<file path="src/rtl/cache_controller.sv">
// -----------------------------------------------------------------------------
// cache_controller
//   Direct-mapped, write-back, write-allocate cache sitting in front of an
//   8x4 synchronous memory whose data_out is registered (one-edge latency).
//   Four lines of one word each; index = address[1:0], tag = address[2].
//   Every processor access ends with a one-cycle cpu_done pulse.
//
// Ports
//   clock         single clock, all state changes on posedge
//   reset         synchronous, active-low reset
//   cpu_req       request strobe, sampled only while idle
//   cpu_write     1 = write, 0 = read (latched with the request)
//   cpu_address   word address (latched with the request)
//   cpu_data_in   write data (latched with the request)
//   cpu_data_out  read result, held until the next read completes
//   cpu_done      one-cycle completion pulse
//   cpu_hit       access hit flag, meaningful while cpu_done = 1
//   cpu_busy      high in every state except idle
//   mem_write     memory write strobe (only during a writeback)
//   mem_address   memory word address
//   mem_data_out  write data to the memory
//   mem_data_in   registered read data from the memory
// -----------------------------------------------------------------------------
module cache_controller #(
   parameter int ADDRESS_WIDTH = 3,
   parameter int DATA_WIDTH    = 4,
   parameter int INDEX_WIDTH   = 2
) (
   input  logic                     clock,
   input  logic                     reset,
   input  logic                     cpu_req,
   input  logic                     cpu_write,
   input  logic [ADDRESS_WIDTH-1:0] cpu_address,
   input  logic [DATA_WIDTH-1:0]    cpu_data_in,
   output logic [DATA_WIDTH-1:0]    cpu_data_out,
   output logic                     cpu_done,
   output logic                     cpu_hit,
   output logic                     cpu_busy,
   output logic                     mem_write,
   output logic [ADDRESS_WIDTH-1:0] mem_address,
   output logic [DATA_WIDTH-1:0]    mem_data_out,
   input  logic [DATA_WIDTH-1:0]    mem_data_in
);

   localparam int LINES     = 1 << INDEX_WIDTH;
   localparam int TAG_WIDTH = ADDRESS_WIDTH - INDEX_WIDTH;

   typedef enum logic [2:0] {
      S_IDLE      = 3'd0,
      S_LOOKUP    = 3'd1,
      S_WRITEBACK = 3'd2,
      S_FETCH     = 3'd3,
      S_FILL      = 3'd4
   } state_t;

   state_t                                 state_q, state_d;

   // Latched request
   logic                                   req_write_q, req_write_d;
   logic [ADDRESS_WIDTH-1:0]               req_addr_q, req_addr_d;
   logic [DATA_WIDTH-1:0]                  req_data_q, req_data_d;

   // Line storage
   logic [LINES-1:0]                       valid_q, valid_d;
   logic [LINES-1:0]                       dirty_q, dirty_d;
   logic [LINES-1:0][TAG_WIDTH-1:0]        tag_q, tag_d;
   logic [LINES-1:0][DATA_WIDTH-1:0]       line_q, line_d;

   // Registered outputs
   logic [DATA_WIDTH-1:0]                  cpu_data_out_q, cpu_data_out_d;
   logic                                   cpu_done_q, cpu_done_d;
   logic                                   cpu_hit_q, cpu_hit_d;
   logic                                   cpu_busy_q, cpu_busy_d;
   logic                                   mem_write_q, mem_write_d;
   logic [ADDRESS_WIDTH-1:0]               mem_address_q, mem_address_d;
   logic [DATA_WIDTH-1:0]                  mem_data_out_q, mem_data_out_d;

   // Decoded view of the latched address
   logic [INDEX_WIDTH-1:0]                 idx_s;
   logic [TAG_WIDTH-1:0]                   tag_s;
   logic                                   hit_s;

   // Split the latched address and evaluate the lookup for its line.
   always_comb begin
      idx_s = req_addr_q[INDEX_WIDTH-1:0];
      tag_s = req_addr_q[ADDRESS_WIDTH-1:INDEX_WIDTH];
      hit_s = valid_q[idx_s] && (tag_q[idx_s] == tag_s);
   end

   // Next-state, line update and output computation for the controller FSM.
   always_comb begin
      state_d        = state_q;
      req_write_d    = req_write_q;
      req_addr_d     = req_addr_q;
      req_data_d     = req_data_q;
      valid_d        = valid_q;
      dirty_d        = dirty_q;
      tag_d          = tag_q;
      line_d         = line_q;
      cpu_data_out_d = cpu_data_out_q;
      cpu_done_d     = 1'b0;
      cpu_hit_d      = cpu_hit_q;
      mem_write_d    = 1'b0;
      mem_address_d  = mem_address_q;
      mem_data_out_d = mem_data_out_q;

      case (state_q)
         S_IDLE: begin
            if (cpu_req) begin
               req_write_d = cpu_write;
               req_addr_d  = cpu_address;
               req_data_d  = cpu_data_in;
               state_d     = S_LOOKUP;
            end else begin
               state_d     = S_IDLE;
            end
         end

         S_LOOKUP: begin
            if (hit_s) begin
               if (req_write_q) begin
                  line_d[idx_s]  = req_data_q;
                  dirty_d[idx_s] = 1'b1;
               end else begin
                  cpu_data_out_d = line_q[idx_s];
               end
               cpu_done_d = 1'b1;
               cpu_hit_d  = 1'b1;
               state_d    = S_IDLE;
            end else if (valid_q[idx_s] && dirty_q[idx_s]) begin
               // Victim must reach memory before its slot is refilled.
               mem_write_d    = 1'b1;
               mem_address_d  = {tag_q[idx_s], idx_s};
               mem_data_out_d = line_q[idx_s];
               state_d        = S_WRITEBACK;
            end else begin
               mem_address_d  = req_addr_q;
               state_d        = S_FETCH;
            end
         end

         S_WRITEBACK: begin
            // Memory commits the victim on the edge leaving this state.
            mem_address_d = req_addr_q;
            state_d       = S_FETCH;
         end

         S_FETCH: begin
            // Memory samples the read address on the edge leaving this state.
            state_d = S_FILL;
         end

         S_FILL: begin
            valid_d[idx_s] = 1'b1;
            tag_d[idx_s]   = tag_s;
            if (req_write_q) begin
               // Write-allocate: the fetched word is overwritten immediately.
               line_d[idx_s]  = req_data_q;
               dirty_d[idx_s] = 1'b1;
            end else begin
               line_d[idx_s]  = mem_data_in;
               dirty_d[idx_s] = 1'b0;
               cpu_data_out_d = mem_data_in;
            end
            cpu_done_d = 1'b1;
            cpu_hit_d  = 1'b0;
            state_d    = S_IDLE;
         end

         default: begin
            state_d = S_IDLE;
         end
      endcase

      // Busy mirrors the state being entered so it is registered alongside it.
      cpu_busy_d = (state_d != S_IDLE);
   end

   // State, line storage and registered outputs with synchronous active-low reset.
   always_ff @(posedge clock) begin
      if (!reset) begin
         state_q        <= S_IDLE;
         req_write_q    <= 1'b0;
         req_addr_q     <= '0;
         req_data_q     <= '0;
         valid_q        <= '0;
         dirty_q        <= '0;
         tag_q          <= '0;
         line_q         <= '0;
         cpu_data_out_q <= '0;
         cpu_done_q     <= 1'b0;
         cpu_hit_q      <= 1'b0;
         cpu_busy_q     <= 1'b0;
         mem_write_q    <= 1'b0;
         mem_address_q  <= '0;
         mem_data_out_q <= '0;
      end else begin
         state_q        <= state_d;
         req_write_q    <= req_write_d;
         req_addr_q     <= req_addr_d;
         req_data_q     <= req_data_d;
         valid_q        <= valid_d;
         dirty_q        <= dirty_d;
         tag_q          <= tag_d;
         line_q         <= line_d;
         cpu_data_out_q <= cpu_data_out_d;
         cpu_done_q     <= cpu_done_d;
         cpu_hit_q      <= cpu_hit_d;
         cpu_busy_q     <= cpu_busy_d;
         mem_write_q    <= mem_write_d;
         mem_address_q  <= mem_address_d;
         mem_data_out_q <= mem_data_out_d;
      end
   end

   assign cpu_data_out = cpu_data_out_q;
   assign cpu_done     = cpu_done_q;
   assign cpu_hit      = cpu_hit_q;
   assign cpu_busy     = cpu_busy_q;
   assign mem_write    = mem_write_q;
   assign mem_address  = mem_address_q;
   assign mem_data_out = mem_data_out_q;

endmodule
</file>
<file path="config.mk">
export PLATFORM = sky130hd
export DESIGN_NAME = cache_controller
export DESIGN_NICKNAME = d
export VERILOG_FILES = /design/src/rtl/cache_controller.sv
export SDC_FILE = /design/constraint.sdc
export NUM_CORES = 1
export LEC_CHECK = 0
export CAP_MARGIN = 20
export CORE_MARGIN = 3
export CORE_UTILIZATION = 51
export DETAILED_ROUTE_END_ITERATION = 10
export GPL_TIMING_DRIVEN = 0
export PLACE_DENSITY = 0.73
export SYNTH_ARGS = -nofsm -noshare
export SYNTH_HDL_FRONTEND = slang
export SYNTH_SLANG_ARGS = --single-unit
</file>
<file path="constraint.sdc">
create_clock -name clock -period 2.6 [get_ports clock]
set_input_delay 0.52 -clock clock [delete_from_list [all_inputs] [get_ports clock]]
set_output_delay 0.52 -clock clock [all_outputs]
set_load 0.02 [all_outputs]
</file>
==> results.ini, run 1 <==
[grt]
grt_pass1_wl_mm = 11.8
grt_start_max_net_pins = 15
grt_pass1_vias = 2292
antenna_found_initial = 0
gr-total-overflow = 0
grt_use_total_pct = 23.8

[synthesis]
synth_area_per_cell_um2 = 9.20
synthArstFlopShare_pct = 0
yosysWarnings = 0
syn-num-nets = 323
seq_area_frac_synth_pct = 38.1
synth-main-ff-cell = dfxtp_1
yosys.cell_types.count = 44
synth-edff-count = 0
syn_area_um2 = 2830
ys_seq_elements = 54
syn_inst = 308

[clocking]
insertion_delay_ps = 300
cts_buffers = 5
clk_pin_slew_ps = 90
clockBufferDepth = 2
cts_tree = yes
cts-root-buf = clkbuf_8
cts.sinks = 54
cts_resized = 0
cts_hold_buffers = 0
cts_setup_buffers = 0
cts_max_level = 2

[sta]
min_period_over_period_pct = 90.8
setup_ws_ps = 239
tns_ps = 0
hold_ws_ps = 457
relSlewSlack_pct = 41.1
fin_skew_ps = 9.65
final-max-slew-violation-count = 0
setup_viol = 0
min_period_ps = 2360
hold_viol = 0
rsz0062_at_grt = no
max_slew.worst_pin.slew_ps = 881
max_freq_mhz = 423

[power]
ir_drop_mv = 0.321
p_sw_share_pct = 28.5
seqPwrFrac_pct = 54.0
clockPowerShare_pct = 27.7
combPwrFrac_pct = 18.3
power.leakage_nw = 1.11
p_per_area_nw_per_um2 = 492
p_int_w = 0.00115
switchingPower_w = 0.000460

[critical_path]
required_ps = 2810
end_kind = flip-flop
cp.arrival_ps = 2570
start_kind = flip-flop
critical_path_class = flip-flop to flip-flop
cp_max_fo = 10

[floorplanning]
dieArea_um2 = 6490
core-area_um2 = 5240
start_util_pct = 54.1
die_h_um = 80.5
die_w_um = 80.5
core.rowCount = 26
pin_count = 30

[routing]
ant_nets = 0
wl_per_cell_um = 17.7
vias = 2529
drt_iter0_drc = 194
vias_per_cell = 6.12
wl_mm = 7.32
drc = 0
dr.pass1.iters = 7

[layout]
drive_gt1_share_pct = 18.7
final_common_cell = dfxtp_1
fin_cells = 413
syn_to_final_growth_pct = 15.7
finalNetCount = 358
layout_common_cells = dfxtp_1 (54), nand2_1 (41), a21oi_1 (29), clkdlybuf4s50_1 (28), nor2_1 (24)
antenna_cells = 0

[place]
dp_hpwl_mm = 5.24
placed_cells = 406
io_buffers = 28
place.gp.congestion = 0.872
pre_cts_ws_ps = 319

[run]
cap_violations = 0

[min_path]
hold_path.class = flip-flop to flip-flop

[outcome]
status = finished, final reports clean

## metrics by stage
step / area, µm² / util, % / total power (W)
after global placement: 3200 / 61.1 / 0.00118
final: 3280 / 62.6 / 0.00161
after CTS: 3280 / 62.6 / 0.00162
after global routing: 3280 / 62.6 / 0.00169
after detailed placement: 3200 / 61.1 / 0.00118
after floorplan: 2830 / - / 0.00109
## sequential cells by signal (all words and copies together), names as in the netlist, named ones only
name	count
cpu_done	1
cpu_busy	1
cpu_hit	1
cpu_data_out	4
req_addr_q	3
line_q	16
mem_write	1
valid_q	4
req_write_q	1
mem_data_out	4
tag_q	4
mem_address	3
req_data_q	4
state_q	3
## routing by layer
metal	global-route usage [%]	vias up	part of all wire, %
li1	-	1207	-
met2	39.1	129	47
met4	5.41	0	1.2
met1	32.3	1183	44
met3	4.60	10	8.3
met5	0	-	0
## critical path, cell delays in order (launching register included)
cell and delay, ps:
dfxtp_1 320, buf_4 160, clkbuf_1 520, nand2_1 430
a21oi_1 530, nor2_1 80, a221oi_1 240
## area by class of cell
| type | instances | area (µm²) |
|---|---|---|
| flip-flops and latches | 54 | 1080 |
| well taps | 70 | 87.6 |
| fillers | 462 | 1960 |
| inverters | 4 | 15.0 |
| plain buffers | 24 | 120 |
| repair buffers | 28 | 280 |
| multi-input cells | 226 | 1620 |
| clock buffers | 7 | 76.3 |
## cell families after synthesis
family | synth area share [%]
flops | 38.1
buf+inv | 4.77
xor+xnor | 1.55
compound gates | 23.2
mux | 15.1
simple gates | 17.2
## cells in the mapped netlist, types with 2 or more instances
library cell | number | share of area (%)
nand2b_1 | 3 | 0.66
a311o_1 | 3 | 1.1
a2bb2oi_1 | 4 | 1.2
a221oi_2 | 10 | 5.3
inv_1 | 3 | 0.40
buf_4 | 2 | 0.53
nor2_1 | 24 | 3.2
nor2b_1 | 2 | 0.44
buf_2 | 6 | 1.1
mux2_2 | 17 | 6.8
buf_6 | 2 | 0.79
o21a_1 | 2 | 0.53
clkbuf_1 | 13 | 1.7
o221a_2 | 4 | 1.6
o21ai_0 | 10 | 1.8
a21boi_0 | 2 | 0.53
a21oi_1 | 29 | 5.1
mux4_2 | 7 | 5.6
a221oi_1 | 2 | 0.62
o41ai_1 | 2 | 0.62
nand2_1 | 41 | 5.4
and3_1 | 3 | 0.66
mux2i_1 | 8 | 2.8
nor3b_1 | 3 | 0.79
nor3_1 | 3 | 0.53
o22ai_1 | 13 | 2.9
nand3_1 | 20 | 3.5
dfxtp_1 | 54 | 38
## path summary, 6_finish.rpt
kind            startpoint         end  slack (ps)  depth (start not counted)
min                cpu_hit     cpu_hit         460                          2
max reg2reg  req_addr_q[0]  line_q[15]         240                          6
min reg2reg        cpu_hit     cpu_hit         460                          2
max          req_addr_q[0]  line_q[15]         240                          6
## power groups by stage
stage | sequential [W] | clock, W | combinational [W]
floorplan | 0.000889 | 0 | 0.000199
global placement | 0.000890 | 0 | 0.000288
detailed placement | 0.000891 | 0 | 0.000291
CTS | 0.000872 | 0.000459 | 0.000292
global route | 0.000875 | 0.000494 | 0.000320
finish | 0.000872 | 0.000447 | 0.000295
No activity file was read; power rests on OpenSTA's default activity.
==> run 2, diff against run 1 <==
CORE_UTILIZATION = 40   (was 51)
PLACE_DENSITY = not set   (was 0.73)
==> run 2 against run 1 <==
  * Sequential share of layout area is 0.51 points lower
  * Core utilization decreased by 14 points
  * Cell area is 1.6% higher
  * Clock skew down 0.80 ps
  * Die area is 25% higher
  * Register-to-register slack barely moved
  * Via count shrank 3.5%
  * First-iteration DRC count fell by 1.0%
  * Clock power rose by 14%
  * Count of clock-buffer cells in the layout stayed put
  * Largest power group unchanged
==> results.ini, run 2 (synthesis results as in run 1) <==
[outcome]
status = finished, final reports clean

[min_path]
hold_start = cpu_hit
hold_path.class = flip-flop to flip-flop

[clocking]
cts_hold_buffers = 0  ; unchanged
cts.sinks = 54  ; unchanged
cts_max_level = 2  ; unchanged
cts_buffers = 5  ; unchanged
cts_tree = yes
cts_setup_buffers = 0  ; unchanged
clk_pin_slew_ps = 100  ; about the same
cts_resized = 0  ; unchanged
cts-root-buf = clkbuf_8
clockBufferDepth = 2  ; unchanged
insertion_delay_ps = 310  ; about the same

[sta]
rsz0062_at_grt = no
hold_viol = 0  ; unchanged
max_slew.worst_pin.slew_ps = 838  ; -42.4 ps
fin_skew_ps = 8.85  ; -0.795 ps
max_freq_mhz = 423  ; -0.17%
relSlewSlack_pct = 44.0  ; +2.8 points
min_period_ps = 2370  ; +3.97 ps
final-max-slew-violation-count = 0  ; unchanged
setup_viol = 0  ; unchanged
tns_ps = 0  ; unchanged
min_period_over_period_pct = 91.0  ; +0.15 points

[layout]
largest_register_ffs = 16  ; unchanged
finalNetCount = 358  ; unchanged
drive_gt1_share_pct = 19.2  ; +0.53 points
syn_to_final_growth_pct = 17.5
regMostFlops = line_q
fillCellCount = 719  ; +56%
layout_common_cells = dfxtp_1 (54), nand2_1 (41), a21oi_1 (29), clkdlybuf4s50_1 (28), nor2_1 (24)
antenna_cells = 0  ; unchanged
final_common_cell = dfxtp_1

[power]
power.leakage_nw = 1.12  ; +0.95%
total_power_w = 0.00168  ; +4.0%
p_per_area_nw_per_um2 = 504  ; +2.4%
ir_drop_mv = 0.219  ; -32%

[critical_path]
crit_family = compound AO/OA/AOI/OAI gates
start_kind = flip-flop
end_kind = flip-flop
crit_slowest_cell = a21oi_1
crit_buf_inv = 2  ; unchanged
cp.arrival_ps = 2590  ; +20 ps
cpPeakStageDelay_ps = 560  ; +30 ps
required_ps = 2820  ; about the same
critPathLaunch = req_addr_q[0]
reg2reg_from = req_addr_q[0]
critical_path_class = flip-flop to flip-flop
path_cells = buf_4 -> clkbuf_1 -> nand2_1 -> a21oi_1 -> nor2_1 -> a221oi_1
cp_max_fo = 10  ; unchanged

[grt]
grt_pass1_vias = 2277  ; -0.65%
grt_use_total_pct = 18.5  ; -5.4 points
antenna_found_initial = 0  ; unchanged
gr-total-overflow = 0  ; unchanged
grt_pass1_wl_mm = 12.0  ; +1.6%
grt_start_max_net_pins = 17  ; +2

[routing]
wl_per_cell_um = 16.9  ; -4.5%
drt_iter0_drc = 192  ; -1.0%
drc = 0  ; unchanged
ant_nets = 0  ; unchanged
dr.pass1.iters = 4  ; -3
vias_per_cell = 5.55  ; -9.4%
vias = 2440  ; -3.5%
wl_mm = 7.44  ; +1.7%

[place]
dp_hpwl_mm = 5.39  ; +2.9%
place.gp.congestion = 0.896  ; +2.7%
io_buffers = 28  ; unchanged

[floorplanning]
core-area_um2 = 6830  ; +30%
pin_count = 30  ; unchanged
start_util_pct = 41.5  ; -13 points
die_h_um = 90.2  ; +12%
die_w_um = 90.2  ; +12%
dieArea_um2 = 8130  ; +25%
core.rowCount = 30  ; +15%

[run]
cap_violations = 0  ; unchanged

run 2: changes by cell type in the layout (fill, tap and decap cells not counted), sizes merged:
cell	before	now
inv	4	5
run 2: final cells by class:
type | count | area, µm² | share of cell area, %
multi-input cells | 226 | 1620 | 48.6
inverters | 4 | 15.0 | 0.451
clock buffers | 7 | 86.3 | 2.59
clock inverters | 1 | 8.76 | 0.263
repair buffers | 28 | 280 | 8.42
plain buffers | 24 | 120 | 3.61
flip-flops and latches | 54 | 1080 | 32.5
well taps | 96 | 120 | 3.61
run 2: final timing paths:
check / endpoint / slack [ps] / cells after the start
worst max-delay path: line_q[15] / 230 / 6
worst min-delay path: cpu_hit / 460 / 2
worst max register to register: line_q[15] / 230 / 6
worst min register to register: cpu_hit / 460 / 2
run 2: layer usage:
| metal | vias up | wire length, µm | GRT usage (%) |
|---|---|---|---|
| li1 | 1204 | - | - |
| met3 | 7 | 500 | 3.01 |
| met4 | 0 | 111 | 7.02 |
| met1 | 1157 | 3450 | 26.6 |
| met2 | 72 | 3380 | 27.7 |
| met5 | - | 0 | 0 |
run 2: stage by stage:
step | setup slack (ps) | hold slack [ps] | util, % | cells | area (µm²)
final | 235 | 457 | 48.7 | 440 | 3330
after detailed placement | 275 | 447 | 47.3 | 432 | 3230
after global routing | 90.5 | 486 | 48.7 | 440 | 3330
after floorplan | 601 | 431 | - | 308 | 2830
after CTS | 254 | 461 | 48.7 | 440 | 3330
after global placement | 306 | 444 | 47.3 | 432 | 3230
run 2: worst register-to-register path, cell delays in order (launching register included):
cell	delay [ps]
dfxtp_1	330
buf_4	170
clkbuf_1	510
nand2_1	410
a21oi_1	560
nor2_1	80
a221oi_1	230
run 2: power breakdown:
| part | internal, W | switching, W | leakage [nW] |
|---|---|---|---|
| clock | 0.000221 | 0.000289 | 0.0489 |
| combinational | 0.000118 | 0.000179 | 0.638 |
| sequential | 0.000851 | 0.0000213 | 0.437 |
| total | 0.00119 | 0.000489 | 1.12 |
==> run 3, diff against run 2 <==
CTS_CLUSTER_SIZE = 28   (was not set)
==> results of run 3 <==
Same layout as run 2: the final DEF is identical, and so are final timing and power.
